$ cat src/rtl/flappy_pkg.sv
// flappy_pkg: shared state encoding, key codes and screen constants for the bird controller
package flappy_pkg;

    typedef enum logic [1:0] {
        IDLE  = 2'd0,
        PLAY  = 2'd1,
        PAUSE = 2'd2,
        DEAD  = 2'd3
    } state_t;

    localparam logic [7:0] KEY_FLAP    = 8'h2C;
    localparam logic [7:0] KEY_RESTART = 8'h15;
    localparam logic [7:0] KEY_PAUSE   = 8'h13;

    localparam int SCREEN_Y_MAX = 479;
    localparam int BIRD_X0      = 120;
    localparam int BIRD_Y0      = 240;

    // Screen coordinates are unsigned 10-bit; widen to 12-bit signed so that
    // subtracting half-widths near zero stays negative instead of wrapping.
    function automatic logic signed [11:0] sx12(input logic [9:0] v);
        return signed'({2'b00, v});
    endfunction

endpackage

$ cat src/rtl/bird_ctrl_n_if.sv
// bird_ctrl_n_if: key/pipe inputs and bird/score outputs of the bird controller
interface bird_ctrl_n_if #(
    parameter int NUM_PIPES = 4
);
    logic [7:0] keycode;
    logic [9:0] pipe_x [NUM_PIPES];
    logic [9:0] pipe_y [NUM_PIPES];
    logic [9:0] bird_x;
    logic [9:0] bird_y;
    logic [9:0] bird_s;
    logic       game_end;
    logic [1:0] state_o;
    logic [7:0] current_score;
    logic [7:0] high_score;

    modport master (
        output keycode, pipe_x, pipe_y,
        input  bird_x, bird_y, bird_s, game_end, state_o, current_score, high_score
    );

    modport slave (
        input  keycode, pipe_x, pipe_y,
        output bird_x, bird_y, bird_s, game_end, state_o, current_score, high_score
    );
endinterface

$ cat src/rtl/bird_ctrl_n_pipe_hit_check.sv
// pipe_hit_check: collision and passed tests of the bird box against one pipe pair
module pipe_hit_check
    import flappy_pkg::*;
#(
    parameter int BIRD_SIZE = 7,
    parameter int PIPE_HW   = 25,
    parameter int GAP_HALF  = 75
) (
    input  logic [9:0] i_bird_x,
    input  logic [9:0] i_bird_y,
    input  logic [9:0] i_pipe_x,
    input  logic [9:0] i_pipe_y,
    output logic       o_hit,
    output logic       o_passed
);
    localparam logic signed [11:0] L_S  = 12'(BIRD_SIZE);
    localparam logic signed [11:0] L_HW = 12'(PIPE_HW);
    localparam logic signed [11:0] L_G  = 12'(GAP_HALF);

    logic signed [11:0] w_bx, w_by, w_px, w_py;
    logic               w_x_overlap, w_outside_gap;

    assign w_bx = sx12(i_bird_x);
    assign w_by = sx12(i_bird_y);
    assign w_px = sx12(i_pipe_x);
    assign w_py = sx12(i_pipe_y);

    assign w_x_overlap   = (w_bx + L_S >= w_px - L_HW) && (w_bx - L_S <= w_px + L_HW);
    assign w_outside_gap = (w_by - L_S < w_py - L_G) || (w_by + L_S > w_py + L_G);
    assign o_hit         = w_x_overlap && w_outside_gap;
    assign o_passed      = w_px + L_HW < w_bx - L_S;
endmodule

$ cat src/rtl/bird_ctrl_n.sv
// bird_ctrl_n: flap/gravity physics, pipe collision, scoring and game state machine
module bird_ctrl_n
    import flappy_pkg::*;
#(
    parameter int NUM_PIPES = 4,
    parameter int BIRD_SIZE = 7,
    parameter int PIPE_HW   = 25,
    parameter int GAP_HALF  = 75,
    parameter int FLAP_VEL  = 3,
    parameter int GRAV_DIV  = 3,
    parameter int VMAX      = 6
) (
    input  logic         Reset,
    input  logic         frame_clk,
    bird_ctrl_n_if.slave bus
);
    localparam int                 GW     = (GRAV_DIV > 1) ? $clog2(GRAV_DIV) : 1;
    localparam logic signed [11:0] L_S    = 12'(BIRD_SIZE);
    localparam logic signed [11:0] L_YMAX = 12'(SCREEN_Y_MAX);
    localparam logic signed [9:0]  L_FLAP = 10'(FLAP_VEL);
    localparam logic signed [9:0]  L_VMAX = 10'(VMAX);

    state_t                r_state;
    logic [7:0]            r_prev_key;
    logic [9:0]            r_bird_y;
    logic signed [9:0]     r_vel;
    logic [GW-1:0]         r_grav;
    logic [7:0]            r_cur;
    logic [7:0]            r_high;
    logic [NUM_PIPES-1:0]  r_scored;
    logic                  r_game_end;

    logic [NUM_PIPES-1:0]  w_hit_pipe, w_passed, w_new;
    logic                  w_flap, w_restart, w_pause, w_bound, w_hit, w_grav_wrap;
    logic signed [11:0]    w_by, w_y_sum;
    logic signed [9:0]     w_vel_next;
    logic [GW-1:0]         w_grav_next;
    logic [9:0]            w_y_next;
    logic [9:0]            w_sum;
    logic [7:0]            w_cur_next;

    for (genvar i = 0; i < NUM_PIPES; i++) begin : g_pipe
        pipe_hit_check #(
            .BIRD_SIZE (BIRD_SIZE),
            .PIPE_HW   (PIPE_HW),
            .GAP_HALF  (GAP_HALF)
        ) u_chk (
            .i_bird_x (10'(BIRD_X0)),
            .i_bird_y (r_bird_y),
            .i_pipe_x (bus.pipe_x[i]),
            .i_pipe_y (bus.pipe_y[i]),
            .o_hit    (w_hit_pipe[i]),
            .o_passed (w_passed[i])
        );
    end

    assign w_flap    = bus.keycode == KEY_FLAP    && r_prev_key != KEY_FLAP;
    assign w_restart = bus.keycode == KEY_RESTART && r_prev_key != KEY_RESTART;
    assign w_pause   = bus.keycode == KEY_PAUSE   && r_prev_key != KEY_PAUSE;

    assign w_by    = sx12(r_bird_y);
    assign w_bound = (w_by - L_S <= 12'sd0) || (w_by + L_S >= L_YMAX);
    assign w_hit   = w_bound || |w_hit_pipe;

    // A flap resets the gravity phase; otherwise velocity grows once every GRAV_DIV frames up to VMAX
    assign w_grav_wrap = r_grav == GW'(GRAV_DIV - 1);
    assign w_grav_next = (w_flap || w_grav_wrap) ? '0 : r_grav + 1'b1;
    assign w_vel_next  = w_flap ? -L_FLAP :
                         (w_grav_wrap && r_vel < L_VMAX) ? r_vel + 10'sd1 : r_vel;

    // The position moves by the freshly computed velocity and is clamped to the screen
    assign w_y_sum  = w_by + {{2{w_vel_next[9]}}, w_vel_next};
    assign w_y_next = (w_y_sum < 12'sd0) ? '0 :
                      (w_y_sum > L_YMAX) ? 10'(SCREEN_Y_MAX) : w_y_sum[9:0];

    // Each pipe that has just moved behind the bird adds one point; the score saturates
    assign w_new = w_passed & ~r_scored;
    always_comb begin
        w_sum = {2'b00, r_cur};
        for (int k = 0; k < NUM_PIPES; k++) w_sum = w_sum + 10'(w_new[k]);
    end
    assign w_cur_next = (w_sum > 10'd255) ? 8'd255 : w_sum[7:0];

    // Game state machine with all per-frame physics, scoring and output registers
    always_ff @(posedge frame_clk or posedge Reset) begin
        if (Reset) begin
            r_state    <= IDLE;
            r_prev_key <= '0;
            r_bird_y   <= 10'(BIRD_Y0);
            r_vel      <= '0;
            r_grav     <= '0;
            r_cur      <= '0;
            r_high     <= '0;
            r_scored   <= '0;
            r_game_end <= 1'b0;
        end else begin
            r_prev_key <= bus.keycode;
            if (w_restart && r_state != IDLE) begin
                r_state    <= IDLE;
                r_bird_y   <= 10'(BIRD_Y0);
                r_vel      <= '0;
                r_grav     <= '0;
                r_game_end <= 1'b0;
            end else begin
                case (r_state)
                    IDLE: if (w_flap) begin
                        r_state  <= PLAY;
                        r_vel    <= w_vel_next;
                        r_grav   <= '0;
                        r_bird_y <= w_y_next;
                        r_cur    <= '0;
                        r_scored <= '0;
                    end
                    PLAY: if (w_pause) begin
                        r_state <= PAUSE;
                    end else if (w_hit) begin
                        r_state    <= DEAD;
                        r_vel      <= '0;
                        r_game_end <= 1'b1;
                        r_high     <= (r_cur > r_high) ? r_cur : r_high;
                    end else begin
                        r_vel    <= w_vel_next;
                        r_grav   <= w_grav_next;
                        r_bird_y <= w_y_next;
                        r_cur    <= w_cur_next;
                        r_scored <= w_passed;
                    end
                    PAUSE: if (w_pause) r_state <= PLAY;
                    DEAD:  r_state <= DEAD;
                    default: r_state <= IDLE;
                endcase
            end
        end
    end

    assign bus.bird_x        = 10'(BIRD_X0);
    assign bus.bird_y        = r_bird_y;
    assign bus.bird_s        = 10'(BIRD_SIZE);
    assign bus.game_end      = r_game_end;
    assign bus.state_o       = r_state;
    assign bus.current_score = r_cur;
    assign bus.high_score    = r_high;
endmodule

$ cat src/flat_wrapper.sv
// flat-port wrapper written by rule: the top's interface ports become plain ports
module bird_ctrl_n_flat import flappy_pkg::*;
#(
    parameter int NUM_PIPES = 4,
    parameter int BIRD_SIZE = 7,
    parameter int PIPE_HW   = 25,
    parameter int GAP_HALF  = 75,
    parameter int FLAP_VEL  = 3,
    parameter int GRAV_DIV  = 3,
    parameter int VMAX      = 6
)
  (Reset, frame_clk, bus_keycode, bus_pipe_x, bus_pipe_y, bus_bird_x, bus_bird_y, bus_bird_s, bus_game_end, bus_state_o, bus_current_score, bus_high_score);
  bird_ctrl_n_if #(.NUM_PIPES(NUM_PIPES)) bus_i ();
  input  logic Reset;
  input  logic frame_clk;
  input wire logic [$bits(bus_i.keycode)-1:0] bus_keycode;
  input wire logic [$bits(bus_i.pipe_x)-1:0] bus_pipe_x;
  input wire logic [$bits(bus_i.pipe_y)-1:0] bus_pipe_y;
  output wire logic [$bits(bus_i.bird_x)-1:0] bus_bird_x;
  output wire logic [$bits(bus_i.bird_y)-1:0] bus_bird_y;
  output wire logic [$bits(bus_i.bird_s)-1:0] bus_bird_s;
  output wire logic [$bits(bus_i.game_end)-1:0] bus_game_end;
  output wire logic [$bits(bus_i.state_o)-1:0] bus_state_o;
  output wire logic [$bits(bus_i.current_score)-1:0] bus_current_score;
  output wire logic [$bits(bus_i.high_score)-1:0] bus_high_score;
  assign bus_i.keycode = bus_keycode;
  assign bus_i.pipe_x = {>>{bus_pipe_x}};
  assign bus_i.pipe_y = {>>{bus_pipe_y}};
  assign bus_bird_x = bus_i.bird_x;
  assign bus_bird_y = bus_i.bird_y;
  assign bus_bird_s = bus_i.bird_s;
  assign bus_game_end = bus_i.game_end;
  assign bus_state_o = bus_i.state_o;
  assign bus_current_score = bus_i.current_score;
  assign bus_high_score = bus_i.high_score;
  bird_ctrl_n #(.NUM_PIPES(NUM_PIPES), .BIRD_SIZE(BIRD_SIZE), .PIPE_HW(PIPE_HW), .GAP_HALF(GAP_HALF), .FLAP_VEL(FLAP_VEL), .GRAV_DIV(GRAV_DIV), .VMAX(VMAX)) u_core (.Reset(Reset), .frame_clk(frame_clk), .bus(bus_i));
endmodule
$ cat config.mk
export PLATFORM = sky130hd
export DESIGN_NAME = bird_ctrl_n_flat
export DESIGN_NICKNAME = d
export VERILOG_FILES = /design/src/rtl/flappy_pkg.sv /design/src/rtl/bird_ctrl_n_if.sv /design/src/rtl/bird_ctrl_n_pipe_hit_check.sv /design/src/rtl/bird_ctrl_n.sv /design/src/flat_wrapper.sv
export SDC_FILE = /design/constraint.sdc
export NUM_CORES = 1
export LEC_CHECK = 0
export BUFFER_PORTS_ARGS = -buffer_cell sky130_fd_sc_hd__buf_2
export CAP_MARGIN = 20
export CORE_UTILIZATION = 30
export CTS_BUF_LIST = sky130_fd_sc_hd__clkbuf_16
export DETAILED_ROUTE_END_ITERATION = 10
export GPL_TIMING_DRIVEN = 0
export HOLD_SLACK_MARGIN = 0.06
export PLACE_DENSITY = 0.53
export REMOVE_ABC_BUFFERS = 1
export SETUP_SLACK_MARGIN = 0.15
export SKIP_CTS_REPAIR_TIMING = 1
export SLEW_MARGIN = 20
export SYNTH_ARGS = -nofsm -noshare
export SYNTH_HDL_FRONTEND = slang
export SYNTH_SLANG_ARGS = --single-unit
$ cat constraint.sdc
create_clock -name frame_clk -period 5 [get_ports frame_clk]
set_input_delay 1 -clock frame_clk [delete_from_list [all_inputs] [get_ports frame_clk]]
set_output_delay 1 -clock frame_clk [all_outputs]
set_load 0.02 [all_outputs]
# --- Word-level counts from Yosys, hierarchy flattened ---
# Index checks and enable logic that the tools add are counted.
# W data, S select, Z words.
word_totals:
  in_bits: 90
  reg_bits: 53
op_classes:
  n_eq_ne: 19
  mux: 39
  n_reduce_logical: 33
  bitwise: 4
  n_addsub: 25
  order_cmp: 27
op_table:
  columns: ["cell", "n"]
  rows:
  - ["$mux W10", 12]
  - ["$gt A12 B12 Y1", 4]
  - ["$le A8 B12 Y1 const A", 4]
  - ["$add A10 B5 Y11 const B", 4]
  - ["$add A10 B7 Y11 const B", 4]
  - ["$ge A8 B11 Y1 const A", 4]
  - ["$lt A11 B11 Y1", 4]
  - ["$lt A11 B7 Y1 const B", 4]
  - ["$sub A10 B5 Y11 const B", 4]
  - ["$sub A10 B7 Y11 const B", 4]
  - ["$pmux W10 S2", 2]
  - ["$mux W8", 4]
  - ["$add A10 B1 Y10", 3]
  - ["$mux W2", 10]
  - ["$eq A8 B5 Y1 const B", 2]
  - ["$ne A8 B5 Y1 const B", 2]
  - ["$pmux W8 S2", 1]
  - ["$logic_and A1 B1 Y1", 13]
  - ["$add A11 B10 Y12", 1]
  - ["$ge A12 B10 Y1 const B", 1]
  - ["$gt A12 B10 Y1 const B", 1]
  - ["$lt A12 B1 Y1 const B", 1]
  - ["$mux W4", 3]
  - ["$add A10 B3 Y11 const B", 1]
  - ["other kinds (32)", 54]

# --- Logic depth before layout (Yosys ltp) ---
depth:
  ltp_word: 12
  mapped_depth: 23

# --- Hierarchy ---
# From an unflattened synthesis, not the netlist that was laid out.
hier_totals:
  hier_cells: 1578
  hier_area_um2: 12806.0
by_module_without_submodules:
  columns: ["module", "area_per_inst_um2", "n_inst", "seq_area_each_um2", "cells_each"]
  rows:
  - ["pipe_hit_check", 2233.4, 4, 0.0, 292]
  - ["bird_ctrl_n", 3872.5, 1, 1331.3, 410]

# --- Worst setup path before layout ---
# No wires, ideal clock.
synth_path:
  path_type: "input-to-reg"
  startpoint: "input port bus_pipe_x[30]"
  endpoint: "register u_core.r_cur[4] (netlist: u_core.bus.current_score[4])"
  setup_time_ns: 0.067
  arrival_ns: 5.345
  required_ns: 4.933
  path_slack_ns: -0.411
  path_buffers: 2
  cell_stages: 23
  cell_sequence: "clkbuf_1 > inv_1 > ha_1 > nor4b_1 > a21oi_1 > or2_2 > a21oi_1 > nor2b_1 > ha_1 > fa_1 > ha_1 > inv_1 > fa_1 > a21oi_1 > o21ai_0 > a21boi_0 > o211ai_1 > or2_2 > buf_1 > a31oi_1 > o41a_1 > o21ai_0 > nand2_1"
synth_between:
  elab_chain_cells: 12
synth_rtl:
  columns: ["element", "line", "text"]
  rows:
  - ["from (decl)", "flat_wrapper.sv:17", "input wire logic [$bits(bus_i.pipe_x)-1:0] bus_pipe_x;"]
  - ["$add A10 B5 Y11", "bird_ctrl_n_pipe_hit_check.sv:28, bird_ctrl_n_pipe_hit_check.sv:31", null]
  - ["$lt A11 B7 Y1", "bird_ctrl_n_pipe_hit_check.sv:31", "assign o_passed = w_px + L_HW < w_bx - L_S;"]
  - ["$and A4 B4 Y4", "bird_ctrl_n.sv:77", "assign w_new = w_passed & ~r_scored;"]
  - ["$add A8 B1 Y9", "bird_ctrl_n.sv:80", "for (int k = 0; k < NUM_PIPES; k++) w_sum = w_sum + 10'(w_new[k]);"]
  - ["$add A10 B1 Y10 (3 in series)", "bird_ctrl_n.sv:80", null]
  - ["$gt A10 B8 Y1", "bird_ctrl_n.sv:82", "assign w_cur_next = (w_sum > 10'd255) ? 8'd255 : w_sum[7:0];"]
  - ["$mux W8", "bird_ctrl_n.sv:82", null]
  - ["$mux W8", "bird_ctrl_n.sv:116", "end else if (w_hit) begin"]
  - ["$mux W8", "bird_ctrl_n.sv:114", "PLAY: if (w_pause) begin"]
  - ["$pmux W8 S2", "bird_ctrl_n.sv:105", "case (r_state)"]
  - ["to (signal assigned)", "bird_ctrl_n.sv:125", "r_cur <= w_cur_next;"]
  - ["to (decl)", "bird_ctrl_n.sv:28", "logic [7:0] r_cur;"]
# Parallel ways exist; a longest one is shown, timed or not. The select of a mux whose other input is x is not followed.
# A chain may end at the register's enable or synchronous reset.

# --- Worst setup path in the final report ---
# Same ends and word-level chain as after synthesis.

==> results.toml <==
[routing]
vias = 7736
drc_errors = 0
routed_via_density = 5.18
antenna_left = 0
wire_per_inst_um = 15.0
drt_iter0_markers = 399
drt_wl_total_um = 22400
drt_first_pass_iters = 4

[clock_tree]
cts_tree = "done"
clk-insertion-delay-late_ps = 310
cts_buffers = 5
clock_path_buffers = 2
cts.sinks = 53
root_buffer = "clkbuf_16"
path_clk_slew_ps = 80
cts_max_level = 2

[yosys]
synth_top_family_by_area = "simple AND/OR/NAND/NOR gates"
synth_compound_area_share_pct = 20.7
muxShareOfSynthArea_pct = 3.00
netlist_area_sq_um = 8290
syn_avg_cell_area_sq_um = 7.96
synthSimpleGateAreaFrac_pct = 21.5
synth_edf_count = 0
synth_top_flop_cell = "dfrtp_1"
synth-async-reset-ratio_pct = 100
synthCells = 1042
yosys_warnings = 0
ys_types = 80
synth_adder_area_share_pct = 20.6
ys_ff_latch = 53
synth_xor_area_share_pct = 11.0
seq_area_frac_synth_pct = 16.1

[pwr]
power_density_nw_per_um2 = 359
p_comb_share_pct = 70.3
p_sw_share_pct = 51.6
power.leakage_uw = 0.00433
power.internal_uw = 1680
peakVddDrop_uv = 158
power.share.clock_pct = 10.6
switching_power_uw = 1790
pwr-share-seq_pct = 19.1

[floorplan]
die_w_um = 168
dieHeight_um = 168
die_area_sq_um = 28300
rows = 60
coreArea_sq_um = 27000
start_util_pct = 30.7
ios = 139

[sta]
tightest_slew_ps = 1000
slew_viol_final = 0
slew-limit-headroom_pct = 32.8
hold_viol = 0
fin_worst_skew_ps = 14.8
tns_ps = 0
fin_crit_sh_pct = 99.3
post-route-min-period_ps = 4960
rsz0062_at_grt = "yes"
finalSetupViolations = 0
fmax_ghz = 0.201

[setup_path]
slowest_stage = "fa_1"
cp-end-kind = "flop"
required_ps = 5250
crit_buf_inv = 2
criticalPathCategory = "input pin to flop"
worstPathMaxFanout = 8
arrival_ps = 5210
max_stage_delay_ps = 510
cp-start-kind = "input pin"
crit_family = "simple AND/OR/NAND/NOR gates"
path_cells = "buf_12 -> ha_4 -> or3_4 -> nor2_4 -> a41oi_2 -> or3_4 -> a21oi_2 -> nor2b_4 -> ha_4 -> fa_1 -> ha_2 -> inv_2 -> fa_2 -> nor4_1 -> o211ai_1 -> or2_4 -> a31oi_4 -> o41a_1 -> o21ai_1 -> nand2_1"

[global_routing]
busiest_layer = "met2"
antenna_found_initial = 0
grt_use_total_pct = 15.6
grt_pass1_vias = 7131
use_met3_pct = 2.23
grt_first_pass_wirelength_um = 36000
grt-ovfl-total = 0
met1_usage_pct = 21.2
grt_start_max_net_pins = 54
use_met2_pct = 26.3

[worst_hold_path]
hp-class = "flop to flop"

[placed_design]
io_buffers = 118
dp_hpwl_um = 17400
gp_congestion = 0.801
place_inst = 1466
dpl_cell_area_sq_um = 9090

[final_layout]
multiInputGateArea_sq_um = 6710
final_cell_mix = "129 x ha_1, 116 x buf_2, 72 x inv_1, 70 x nand2_1, 68 x nor2_1"
fill_cells = 2827
final_area_sq_um = 9680
area_growth_syn_to_layout_pct = 16.8
final_common_cell = "ha_1"
drive_gt1_share_pct = 19.1
instances_no_fill = 1493
regArea_sq_um = 1330
nNetsFinal = 1376
diodes = 0

[outcome]
status = "completed"

[run]
cap_violations = 0
-- through the flow --
stage	hold slack [ps]	utilization, %	setup WS (ps)	total power, uW
2_1_floorplan	472	-	-231	2280
3_3_place_gp	488	33.6	-826	2970
3_5_place_dp	494	33.6	-783	3000
4_1_cts	513	34.2	-536	3390
5_1_grt	538	35.8	-141	3840
6_report	511	35.8	35.3	3480
-- layer usage --
metal	routed length, um	vias to the layer above
met1	11100	3623
li1	-	3964
met2	10300	137
met3	794	12
met5	0	-
met4	238	0
-- cells in the mapped netlist (8+ instances only) --
master | number | share of area (%)
nor3_1 | 30 | 1.8
xor2_1 | 43 | 4.5
a31oi_1 | 19 | 1.4
nand3_1 | 28 | 1.7
a21o_1 | 10 | 0.91
nand2b_1 | 18 | 1.4
or4_1 | 8 | 0.72
nand4_1 | 22 | 1.7
and2_1 | 12 | 0.91
nor2b_1 | 21 | 1.6
o31ai_1 | 8 | 0.72
inv_1 | 74 | 3.4
o211ai_1 | 14 | 1.3
buf_4 | 21 | 1.9
o21a_1 | 17 | 1.5
ha_1 | 132 | 20
xnor2_1 | 61 | 6.4
clkbuf_1 | 22 | 1.0
a21oi_1 | 68 | 4.1
dfrtp_1 | 49 | 15
o21ai_0 | 51 | 3.1
mux2_2 | 15 | 2.0
a211oi_1 | 13 | 1.2
nor2_1 | 70 | 3.2
or2_2 | 8 | 0.60
mux2i_1 | 8 | 0.97
nand2_1 | 70 | 3.2
-- power groups by stage --
stage / clock network [uW] / logic [uW] / registers [uW]
CTS: 380 / 2350 / 658
finish: 369 / 2440 / 665
detailed placement: 0 / 2330 / 665
floorplan: 0 / 1620 / 656
global placement: 0 / 2310 / 663
global route: 398 / 2760 / 683
-- area by class of cell --
type                            count  share of cell area (%)
Clock buffer                        5                    1.29
Timing Repair Buffer              137                    8.01
Multi-Input combinational cell    880                    69.4
Clock inverter                      3                   0.258
Tap cell                          341                    4.41
Sequential cell                    53                    13.8
Inverter                           74                    2.90
-- final timing paths --
path	start	end	slack, ps	cells after the start
min in group asynchronous	Reset	u_core.bus.high_score[6]	790	2
max reg2reg	u_core.r_vel[4]	u_core.bus.bird_y[4]	460	17
min reg2reg	u_core.r_scored[1]	u_core.r_scored[1]	510	1
min	u_core.r_scored[1]	u_core.r_scored[1]	510	1
max in group asynchronous	Reset	u_core.bus.bird_y[1]	3710	2
max	bus_pipe_x[30]	u_core.bus.current_score[4]	40	20
-- cell families after synthesis --
group / count (synthesis)
adders and majority gates: 135
muxes: 23
other: 2
AOI/OAI and AO/OA: 262
xor gates and xnor gates: 104
DFF: 53
and+or+nand+nor: 336
buffers and inverters: 127
-- sequential cells by signal (all words and copies together) (netlist names) --
| register | flops |
|---|---|
| u_core.bus.bird_y | 10 |
| u_core.r_vel | 10 |
| u_core.bus.current_score | 8 |
| u_core.bus.high_score | 8 |
| u_core.r_prev_key | 8 |
| u_core.r_scored | 4 |
| u_core.bus.state_o | 2 |
| u_core.r_grav | 2 |
| u_core.bus.game_end | 1 |
Power figures use the tool's default switching activity.
